$ cat src/rtl/csi_capture_ctrl_if.sv
// csi_capture_ctrl_if: 32-bit AXI4-Stream link (valid/ready/last/data) with source and sink views
interface csi_capture_ctrl_if;
    logic        tvalid;
    logic        tready;
    logic        tlast;
    logic [31:0] tdata;
    modport master (output tvalid, output tlast, output tdata, input tready);
    modport slave  (input tvalid, input tlast, input tdata, output tready);
endinterface

$ cat src/rtl/csi_capture_ctrl.sv
// csi_capture_ctrl: buffers one two-LTS frame from the extractor, validates it and replays it to DMA; define CSI_CAPTURE_HEADER_EN to prepend a header word
module csi_capture_ctrl #(
    parameter int FRAME_LEN      = 128,
    parameter int TIMEOUT_CYCLES = 4096
) (
    input  logic                      clk_in,
    input  logic                      rst_in,
    input  logic                      arm_in,
    input  logic                      continuous_in,
    input  logic [7:0]                decim_in,
    csi_capture_ctrl_if.slave         lts_axis,
    csi_capture_ctrl_if.master        dma_axis,
    output logic                      extractor_rst_out,
    output logic                      busy_out,
    output logic [15:0]               frames_captured_out,
    output logic [15:0]               frames_dropped_out
);
    localparam int AW = $clog2(FRAME_LEN);
    localparam int TW = $clog2(TIMEOUT_CYCLES + 1);
    localparam logic [AW-1:0] LAST = AW'(FRAME_LEN - 1);

    typedef enum logic [2:0] {IDLE, SKIP, CAPTURE, HEADER, DRAIN} state_t;
`ifdef CSI_CAPTURE_HEADER_EN
    localparam state_t FIRST_OUT = HEADER;
`else
    localparam state_t FIRST_OUT = DRAIN;
`endif

    state_t        r_state, w_next;
    logic          r_in_frame, r_armed, r_pend, r_disc, r_rst;
    logic [7:0]    r_skip;
    logic [AW-1:0] r_cnt, r_idx, w_raddr;
    logic [TW-1:0] r_tmo;
    logic [15:0]   r_cap, r_drop;
    logic [31:0]   r_mem [FRAME_LEN];
    logic [31:0]   r_rd, w_tdata;
    logic          w_tvalid, w_tlast, w_hs;
    logic          w_beat, w_start, w_last, w_out, w_busy_cap, w_go, w_cap_go, w_skip_go;
    logic          w_good, w_tmo, w_abort, w_done, w_disc_drop, w_wr;

    assign w_beat      = lts_axis.tvalid;
    assign w_start     = w_beat && !r_in_frame;
    assign w_last      = w_beat && lts_axis.tlast;
    assign w_out       = (r_state == HEADER) || (r_state == DRAIN);
    assign w_busy_cap  = w_out || (r_state == CAPTURE);
    assign w_go        = (r_state == IDLE) && w_start && (continuous_in || r_armed);
    assign w_cap_go    = w_go && (r_skip == '0);
    assign w_skip_go   = w_go && (r_skip != '0);
    assign w_good      = (r_state == CAPTURE) && w_last && (r_cnt == LAST);
    // a beat in the same cycle always beats the timeout, so tlast wins a tie
    assign w_tmo       = (r_state == CAPTURE) && !w_beat && (r_tmo == TW'(TIMEOUT_CYCLES - 1));
    assign w_abort     = (w_cap_go && lts_axis.tlast) || w_tmo ||
                         ((r_state == CAPTURE) && w_beat && (lts_axis.tlast != (r_cnt == LAST)));
    assign w_hs        = w_tvalid && dma_axis.tready;
    assign w_done      = (r_state == DRAIN) && w_hs && (r_idx == LAST);
    // frames seen while replaying are thrown away; they count as dropped only if they would have been wanted
    assign w_disc_drop = w_last && (r_disc || (w_out && w_start)) &&
                         (continuous_in || (w_out ? r_pend : r_armed));
    assign w_wr        = w_beat && ((r_state == CAPTURE) || w_cap_go);

    assign lts_axis.tready     = 1'b1;
    assign dma_axis.tvalid     = w_tvalid;
    assign dma_axis.tlast      = w_tlast;
    assign dma_axis.tdata      = w_tdata;
    assign extractor_rst_out   = r_rst;
    assign busy_out            = r_state != IDLE;
    assign frames_captured_out = r_cap;
    assign frames_dropped_out  = r_drop;

    // state register
    always_ff @(posedge clk_in) begin
        if (rst_in) r_state <= IDLE;
        else        r_state <= w_next;
    end

    // next-state logic
    always_comb begin
        w_next = r_state;
        case (r_state)
            IDLE:    w_next = (w_cap_go && !lts_axis.tlast) ? CAPTURE :
                              (w_skip_go && !lts_axis.tlast) ? SKIP : IDLE;
            SKIP:    w_next = w_last ? IDLE : SKIP;
            CAPTURE: w_next = w_good ? FIRST_OUT : w_abort ? IDLE : CAPTURE;
            HEADER:  w_next = w_hs ? DRAIN : HEADER;
            DRAIN:   w_next = w_done ? IDLE : DRAIN;
            default: w_next = IDLE;
        endcase
    end

    // DMA outputs; the read address runs one ahead on each handshake so the RAM keeps pace
    always_comb begin
        w_tvalid = w_out;
        w_tlast  = (r_state == DRAIN) && (r_idx == LAST);
        w_tdata  = (r_state == HEADER) ? {16'hC51D, r_cap} : (r_state == DRAIN) ? r_rd : '0;
        w_raddr  = ((r_state == DRAIN) && w_hs && (r_idx != LAST)) ? r_idx + 1'b1 : r_idx;
    end

    // frame tracking, arming, decimation, timeout and statistics
    always_ff @(posedge clk_in) begin
        if (rst_in) begin
            r_in_frame <= 1'b0;
            r_armed    <= 1'b0;
            r_pend     <= 1'b0;
            r_disc     <= 1'b0;
            r_rst      <= 1'b0;
            r_skip     <= '0;
            r_cnt      <= '0;
            r_idx      <= '0;
            r_tmo      <= '0;
            r_cap      <= '0;
            r_drop     <= '0;
        end else begin
            r_rst      <= w_abort;
            r_in_frame <= w_tmo ? 1'b0 : w_beat ? !lts_axis.tlast : r_in_frame;
            r_armed    <= (w_done || w_abort) ? (r_pend || arm_in || (w_abort && r_armed)) :
                          (r_armed || (arm_in && !w_busy_cap));
            r_pend     <= !(w_done || w_abort) && (r_pend || (arm_in && w_busy_cap));
            r_disc     <= w_last ? 1'b0 : (w_out && w_start) ? 1'b1 : r_disc;
            r_skip     <= w_done ? (continuous_in ? decim_in : 8'd0) :
                          w_skip_go ? r_skip - 1'b1 : r_skip;
            r_cnt      <= (w_next != CAPTURE) ? '0 : w_beat ? r_cnt + 1'b1 : r_cnt;
            r_idx      <= ((r_state == DRAIN) && !w_done) ? w_raddr : '0;
            r_tmo      <= ((r_state == CAPTURE) && !w_beat) ? r_tmo + 1'b1 : '0;
            r_cap      <= r_cap + 16'(w_done);
            r_drop     <= r_drop + 16'(w_abort) + 16'(w_disc_drop);
        end
    end

    // frame buffer: one write port, one registered read port
    always_ff @(posedge clk_in) begin
        if (w_wr) r_mem[r_cnt] <= lts_axis.tdata;
        r_rd <= r_mem[w_raddr];
    end
endmodule
$ cat src/flat_wrapper.sv
// flat-port wrapper written by rule: the top's interface ports become plain ports
module csi_capture_ctrl_flat 
#(
    parameter int FRAME_LEN      = 128,
    parameter int TIMEOUT_CYCLES = 4096
)
  (clk_in, rst_in, arm_in, continuous_in, decim_in, extractor_rst_out, busy_out, frames_captured_out, frames_dropped_out, lts_axis_tvalid, lts_axis_tlast, lts_axis_tdata, lts_axis_tready, dma_axis_tvalid, dma_axis_tlast, dma_axis_tdata, dma_axis_tready);
  csi_capture_ctrl_if lts_axis_i ();
  csi_capture_ctrl_if dma_axis_i ();
  input  logic clk_in;
  input  logic rst_in;
  input  logic arm_in;
  input  logic continuous_in;
  input  logic [7:0] decim_in;
  output logic extractor_rst_out;
  output logic busy_out;
  output logic [15:0] frames_captured_out;
  output logic [15:0] frames_dropped_out;
  input wire logic [$bits(lts_axis_i.tvalid)-1:0] lts_axis_tvalid;
  input wire logic [$bits(lts_axis_i.tlast)-1:0] lts_axis_tlast;
  input wire logic [$bits(lts_axis_i.tdata)-1:0] lts_axis_tdata;
  output wire logic [$bits(lts_axis_i.tready)-1:0] lts_axis_tready;
  output wire logic [$bits(dma_axis_i.tvalid)-1:0] dma_axis_tvalid;
  output wire logic [$bits(dma_axis_i.tlast)-1:0] dma_axis_tlast;
  output wire logic [$bits(dma_axis_i.tdata)-1:0] dma_axis_tdata;
  input wire logic [$bits(dma_axis_i.tready)-1:0] dma_axis_tready;
  assign lts_axis_i.tvalid = lts_axis_tvalid;
  assign lts_axis_i.tlast = lts_axis_tlast;
  assign lts_axis_i.tdata = lts_axis_tdata;
  assign lts_axis_tready = lts_axis_i.tready;
  assign dma_axis_tvalid = dma_axis_i.tvalid;
  assign dma_axis_tlast = dma_axis_i.tlast;
  assign dma_axis_tdata = dma_axis_i.tdata;
  assign dma_axis_i.tready = dma_axis_tready;
  csi_capture_ctrl #(.FRAME_LEN(FRAME_LEN), .TIMEOUT_CYCLES(TIMEOUT_CYCLES)) u_core (.clk_in(clk_in), .rst_in(rst_in), .arm_in(arm_in), .continuous_in(continuous_in), .decim_in(decim_in), .lts_axis(lts_axis_i), .dma_axis(dma_axis_i), .extractor_rst_out(extractor_rst_out), .busy_out(busy_out), .frames_captured_out(frames_captured_out), .frames_dropped_out(frames_dropped_out));
endmodule
$ cat config.mk
export PLATFORM = sky130hd
export DESIGN_NAME = csi_capture_ctrl_flat
export DESIGN_NICKNAME = d
export VERILOG_FILES = /design/src/rtl/csi_capture_ctrl_if.sv /design/src/rtl/csi_capture_ctrl.sv /design/src/flat_wrapper.sv
export SDC_FILE = /design/constraint.sdc
export NUM_CORES = 2
export LEC_CHECK = 0
export CAP_MARGIN = 10
export CORE_MARGIN = 2
export CORE_UTILIZATION = 25
export DETAILED_ROUTE_END_ITERATION = 8
export GPL_TIMING_DRIVEN = 0
export PLACE_DENSITY_LB_ADDON = 0.12
export SLEW_MARGIN = 5
export SYNTH_ARGS = -nofsm -noshare
export SYNTH_HDL_FRONTEND = slang
export SYNTH_SLANG_ARGS = --single-unit
$ cat constraint.sdc
create_clock -name clk_in -period 9.2 [get_ports clk_in]
set_input_delay 1.38 -clock clk_in [delete_from_list [all_inputs] [get_ports clk_in]]
set_output_delay 1.38 -clock clk_in [all_outputs]
set_load 0.005 [all_outputs]
Word-level counts from Yosys, hierarchy flattened
Memories as Yosys holds them, arrays and structs flattened. A register that Yosys moved wholly into a read port is not among the register bits.
Cells that the tools add are included.
{"block": "word_totals", "reg_bits": 75, "ram_bits": 4096, "n_memories": 1}
{"block": "op_classes", "n_addsub": 7, "n_eq_ne": 10, "n_mux": 18, "bitwise": 2, "reduce_logical": 58}
{"memory": "u_core.r_mem", "words": 128, "word_bits": 32, "read_ports": 1, "rd_ports_with_merged_regs": 1, "wr": 1, "line_no": "csi_capture_ctrl.sv:35", "text": "logic [31:0] r_mem [FRAME_LEN];"}
{"cell": "$mux W32", "n": 2}
{"cell": "$add A16 B1 Y16", "n": 3}
{"cell": "$logic_and A1 B1 Y1", "n": 29}
{"cell": "$mux W8", "n": 3}
{"cell": "$pmux W3 S5", "n": 1}
{"cell": "$add A7 B1 Y7 const B", "n": 2}
{"cell": "$eq A7 B7 Y1 const B", "n": 2}
{"cell": "$add A13 B1 Y13 const B", "n": 1}
{"cell": "$eq A13 B12 Y1 const B", "n": 1}
{"cell": "$logic_or A1 B1 Y1", "n": 13}
{"cell": "$mux W3", "n": 4}
{"cell": "$reduce_or A2 Y1", "n": 5}
{"cell": "$logic_not A8 Y1", "n": 1}
{"cell": "$reduce_bool A8 Y1", "n": 1}
{"cell": "$sub A8 B1 Y8 const B", "n": 1}
{"cell": "$mux W7", "n": 1}
{"cell": "$ne A7 B7 Y1 const B", "n": 1}
{"cell": "$eq A3 B2 Y1 const B", "n": 2}
{"cell": "$logic_not A1 Y1", "n": 6}
{"cell": "$mux W1", "n": 6}
{"cell": "$eq A3 B1 Y1 const B", "n": 1}
{"cell": "$eq A3 B3 Y1 const B", "n": 1}
{"cell": "$logic_not A3 Y1", "n": 1}
{"cell": "$ne A3 B2 Y1 const B", "n": 1}
{"cell": "5 further kinds", "n": 6}

Depth between registers and ports, before layout
{"block": "depth", "word_depth": 13, "ltp_mapped": 16, "depth_no_buf": 12}

Worst setup path after synthesis
OpenSTA, ideal clock, no wires.
{"block": "synth_path", "kind": "input-to-reg", "startpoint": "input continuous_in", "endpoint": "memory u_core.r_mem[72][0] (enable)", "setup_ps": 503, "t_arrival_ps": 6090, "slack_ps": 2608, "path_stages": 8, "cell_sequence": "buf_1 nor2_1 or4b_1 nor2_1 o21a_1 buf_2 nand4_1 nor4_1"}
{"block": "synth_via", "elab_chain_cells": 7}
{"item": "start, declared", "line_no": "flat_wrapper.sv:13", "text": "input logic continuous_in;"}
{"item": "$logic_or A1 B1 Y1", "line_no": "csi_capture_ctrl.sv:46", "text": "assign w_go = (r_state == IDLE) && w_start && (continuous_in || r_armed);"}
{"item": "$logic_and A1 B1 Y1", "line_no": "csi_capture_ctrl.sv:46"}
{"item": "$logic_and A1 B1 Y1", "line_no": "csi_capture_ctrl.sv:47", "text": "assign w_cap_go = w_go && (r_skip == '0);"}
{"item": "$logic_or A1 B1 Y1", "line_no": "csi_capture_ctrl.sv:59", "text": "assign w_wr = w_beat && ((r_state == CAPTURE) || w_cap_go);"}
{"item": "$logic_and A1 B1 Y1", "line_no": "csi_capture_ctrl.sv:59"}
{"item": "$mux W1", "line_no": "csi_capture_ctrl.sv:131", "text": "if (w_wr) r_mem[r_cnt] <= lts_axis.tdata;"}
{"item": "$mux W1 (not written as such)", "line_no": "csi_capture_ctrl.sv:131"}
{"item": "end, declared", "line_no": "csi_capture_ctrl.sv:35"}
Every way passes these cells.

Worst setup path after layout
{"block": "layout_path", "startpoint": "input dma_axis_tready", "endpoint": "register u_core.r_rd[13], read port of u_core.r_mem"}
{"block": "layout_via", "elab_chain_cells": 4}
{"item": "start, declared", "line_no": "flat_wrapper.sv:26", "text": "input wire logic [$bits(dma_axis_i.tready)-1:0] dma_axis_tready;"}
{"item": "$logic_and A1 B1 Y1", "line_no": "csi_capture_ctrl.sv:54", "text": "assign w_hs = w_tvalid && dma_axis.tready;"}
{"item": "$logic_and A1 B1 Y1 (2 in series)", "line_no": "csi_capture_ctrl.sv:95", "text": "w_raddr = ((r_state == DRAIN) && w_hs && (r_idx != LAST)) ? r_idx + 1'b1 : r_idx;"}
{"item": "$mux W7", "line_no": "csi_capture_ctrl.sv:95"}
{"item": "end, declared", "line_no": "csi_capture_ctrl.sv:36", "text": "logic [31:0] r_rd, w_tdata;"}
Every way passes these cells.
A chain may end at the register's enable or synchronous reset.

==> flow_summary.toml <==
[grt]
grt_antenna_before_repair = 93
grt-ovfl-total = 0
first_global_vias = 104679
maximum_number_of_pins_on_one_net_before_global_route_repair = 101
grt.total_usage_pct = 21.3
grt_pass1_wl_mm = 979

[layout]
area.growth.synth_to_final_pct = 20.1
multiInputGateArea_sq_mm = 0.0392
final.fill_count = 67207
layoutNonFillerInstCount = 22598
ff_latch_area_sq_mm = 0.125
final_nets = 13310
post_route_cells_drive_above_1_share_pct = 11.3

[clock_network]
cts_max_path_buffers = 4
holdBufCountCts = 0
cts.sinks = 4203
h-tree-depth = 5
root_buffer = "sky130_fd_sc_hd__clkbuf_16"
cts_resized = 0
cts_inserted_buffers = 470
tritoncts = "yes"
clk_transition_reported_paths_ns = 0.06
worst_skew_pair.late_latency_ns = 1.11
post-cts-setup-buffer-count = 0

[critical_path]
cp_data_required_time_ns = 10.12
crit_path_cell_trace = "clkdlybuf4s50_1 -> and4bb_1 -> buf_4 -> o21ai_2 -> a21oi_2 -> buf_2 -> buf_2 -> buf_2 -> clkbuf_1 -> nand3_1 -> nand3_1 -> o2111ai_1 -> nand3_1"
critical-path-max-stage-delay_ns = 0.83
startpoint_type = "input port"
criticalPathCategory = "in2reg"
endpoint_type_of_the_worst_setup_path = "flip-flop"
cp_max_fo = 10
critPathArrivalTime_ns = 8.84
crit_path_top_delay_cell = "sky130_fd_sc_hd__a21oi_2"

[timing]
final_cycle_utilization_of_the_critical_path_pct = 86.2
fmaxAchievable_ghz = 0.126
max_slew_margin_pct = -7.08
tightestPinTransition_ns = 1.59
finalSetupViolCount = 0
worst_clock_skew_ns = 0.0896
grt_setup_unrepaired = "false"
setup-tns-final_ns = 0
layout_min_cycle_time_ns = 7.93
report.final.hold_viol_count = 0
final_slew_viol_count = 4

[logic_synthesis]
synth_top_flop_cell = "sky130_fd_sc_hd__edfxtp_1"
syn-num-nets = 12470
synthMostInstantiatedCell = "sky130_fd_sc_hd__edfxtp_1"
postSynthAreaPerCell_sq_um = 13.4
ys_top_cells_by_area = "sky130_fd_sc_hd__edfxtp_1 (74%), sky130_fd_sc_hd__nand2_1 (7.3%), sky130_fd_sc_hd__nand3_1 (4.0%)"
ys_seq_area_share_pct = 75.0
synthCells = 12415
post-synth-top-area-fraction_pct = 73.7
async_reset_ff_share_pct = 0
netlist_area_sq_mm = 0.167
number_of_flip_flops_and_latches_in_the_synthesized_netlist = 4203
ys.warnings.count = 0
synth_edf_count = 4096
synth_top_cells_by_count = "sky130_fd_sc_hd__edfxtp_1 (4,096), sky130_fd_sc_hd__nand2_1 (3,248), sky130_fd_sc_hd__nand3_1 (1,336)"
synthDistinctLibCells = 83
synthDominantAreaCellType = "sky130_fd_sc_hd__edfxtp_1"

[die]
effective_utilization_at_floorplan_pct = 25.0
coreArea_sq_mm = 0.666
io_pins = 116
die_w_um = 821
rows = 300
design.die.area_sq_mm = 0.674
fp.dieH_um = 821

[routing]
detail_route.iter0.violations = 15356
dr_total_vias = 111663
wl_per_cell_um = 32.8
wl_mm = 740
post-route-drc-count = 0
first_pass_iteration_count_of_the_detailed_router = 6
detail_route.vias_per_cell = 4.94
detail-route-antenna-nets = 0

[status]
failed_checks = "max-capacitance violations, max-slew violations"
outcome = "complete, but fails checks"

[power_and_ir_drop]
totalPowerFinal_w = 0.0401
power.static_leakage_nw = 65.3
ir_worst_vdd_mv = 0.169
power_density_mw_per_mm2 = 200

[placed_design]
placed_cells = 21689
port_buffers = 111
place.detailed.hpwl_mm = 523
gp_routability_congestion = 0.918

[run]
drv_cap = 2

[hold_path]
worst_hold_path_type = "reg2reg"
==> sequential cells by signal, indices dropped and copies added (netlist names), 3 cells and up <==
register,cells
u_core.r_cnt,7
u_core.frames_dropped_out,16
u_core.r_skip,8
u_core.r_mem,4096
u_core.r_state,3
u_core.r_tmo,13
u_core.r_rd,32
u_core.r_idx,7
u_core.frames_captured_out,16
==> metal layers <==
metal / wire, um / share of wire, % / GRT usage, %
met2: 332000 / 45 / 33.2
met4: 27000 / 3.6 / 6.74
met5: 39 / 0.0053 / 0
met1: 331000 / 45 / 30.6
met3: 50100 / 6.8 / 2.85
==> worst max-delay path: cells and delay by family <==
family / cells / cell delay [ns]
AOI/OAI and AO/OA: 3 / 1.97
and+or+nand+nor: 4 / 1.72
buffers and inverters: 6 / 3.64
==> logic make-up after synthesis <==
| family | after synthesis | synth area share, % |
|---|---|---|
| simple gates | 5492 | 14.3 |
| buf+inv | 878 | 2.29 |
| fa+ha+maj | 8 | 0.0645 |
| compound gates | 1409 | 5.68 |
| flops | 4203 | 75.0 |
| xor+xnor | 57 | 0.308 |
| other cells | 1 | 0.00225 |
| mux | 367 | 2.32 |
==> power by group <==
group	leakage, nW	switching [W]	internal (W)	total, W
sequential	37.7	0.00000770	0.0210	0.0210
clock	7.13	0.00816	0.0103	0.0184
combinational	20.4	0.000554	0.0000974	0.000652
total	65.3	0.00872	0.0314	0.0401
==> stage by stage <==
stage               utilization, %  instance area, sq um  worst slack (ns)  hold slack, ns
floorplan                        -                167000              2.61           0.426
CTS                           30.0                200000              1.55           0.478
global route                  30.1                200000              1.44           0.507
global placement              26.9                179000             -1.47           0.444
detailed placement            27.9                186000             0.396           0.465
finish                        30.1                200000              1.27           0.470
==> final cells by class <==
cell class / instances / area share, %
sequential: 4203 / 62.5
multi-input combinational: 7334 / 19.6
clock buffer: 599 / 6.20
tap: 8909 / 5.56
timing repair buffer: 368 / 3.13
buffer: 869 / 1.91
clock inverter: 256 / 1.09
antenna: 51 / 0.0637
inverter: 9 / 0.0169
==> worst paths after layout <==
path	from	end	slack, ns	depth (start not counted)
worst max-delay path	dma_axis_tready	u_core.r_rd[13]$_DFF_P_	1.27	13
worst min-delay path	u_core.r_tmo[0]$_SDFF_PP0_	u_core.r_tmo[0]$_SDFF_PP0_	0.47	1
worst max register to register	u_core.r_idx[1]$_SDFF_PP0_	u_core.r_rd[13]$_DFF_P_	1.57	14
worst min register to register	u_core.r_tmo[0]$_SDFF_PP0_	u_core.r_tmo[0]$_SDFF_PP0_	0.47	1
==> cell usage in the layout (no fill, tap or decap), drive strengths merged, types with 110 or more instances in the layout <==
cell type and instances:
edfxtp 4096, a211oi 165, clkbuf 1010, nor3 133
nand3 1337, and3 185, a32oi 110, a31oi 245
a21oi 337, clkinv 216, a311oi 128, nor4 205
o22ai 164, buf 746, mux2i 323, nor2 245
nand2 3250
Note: power is estimated with default switching activity, not from simulation.
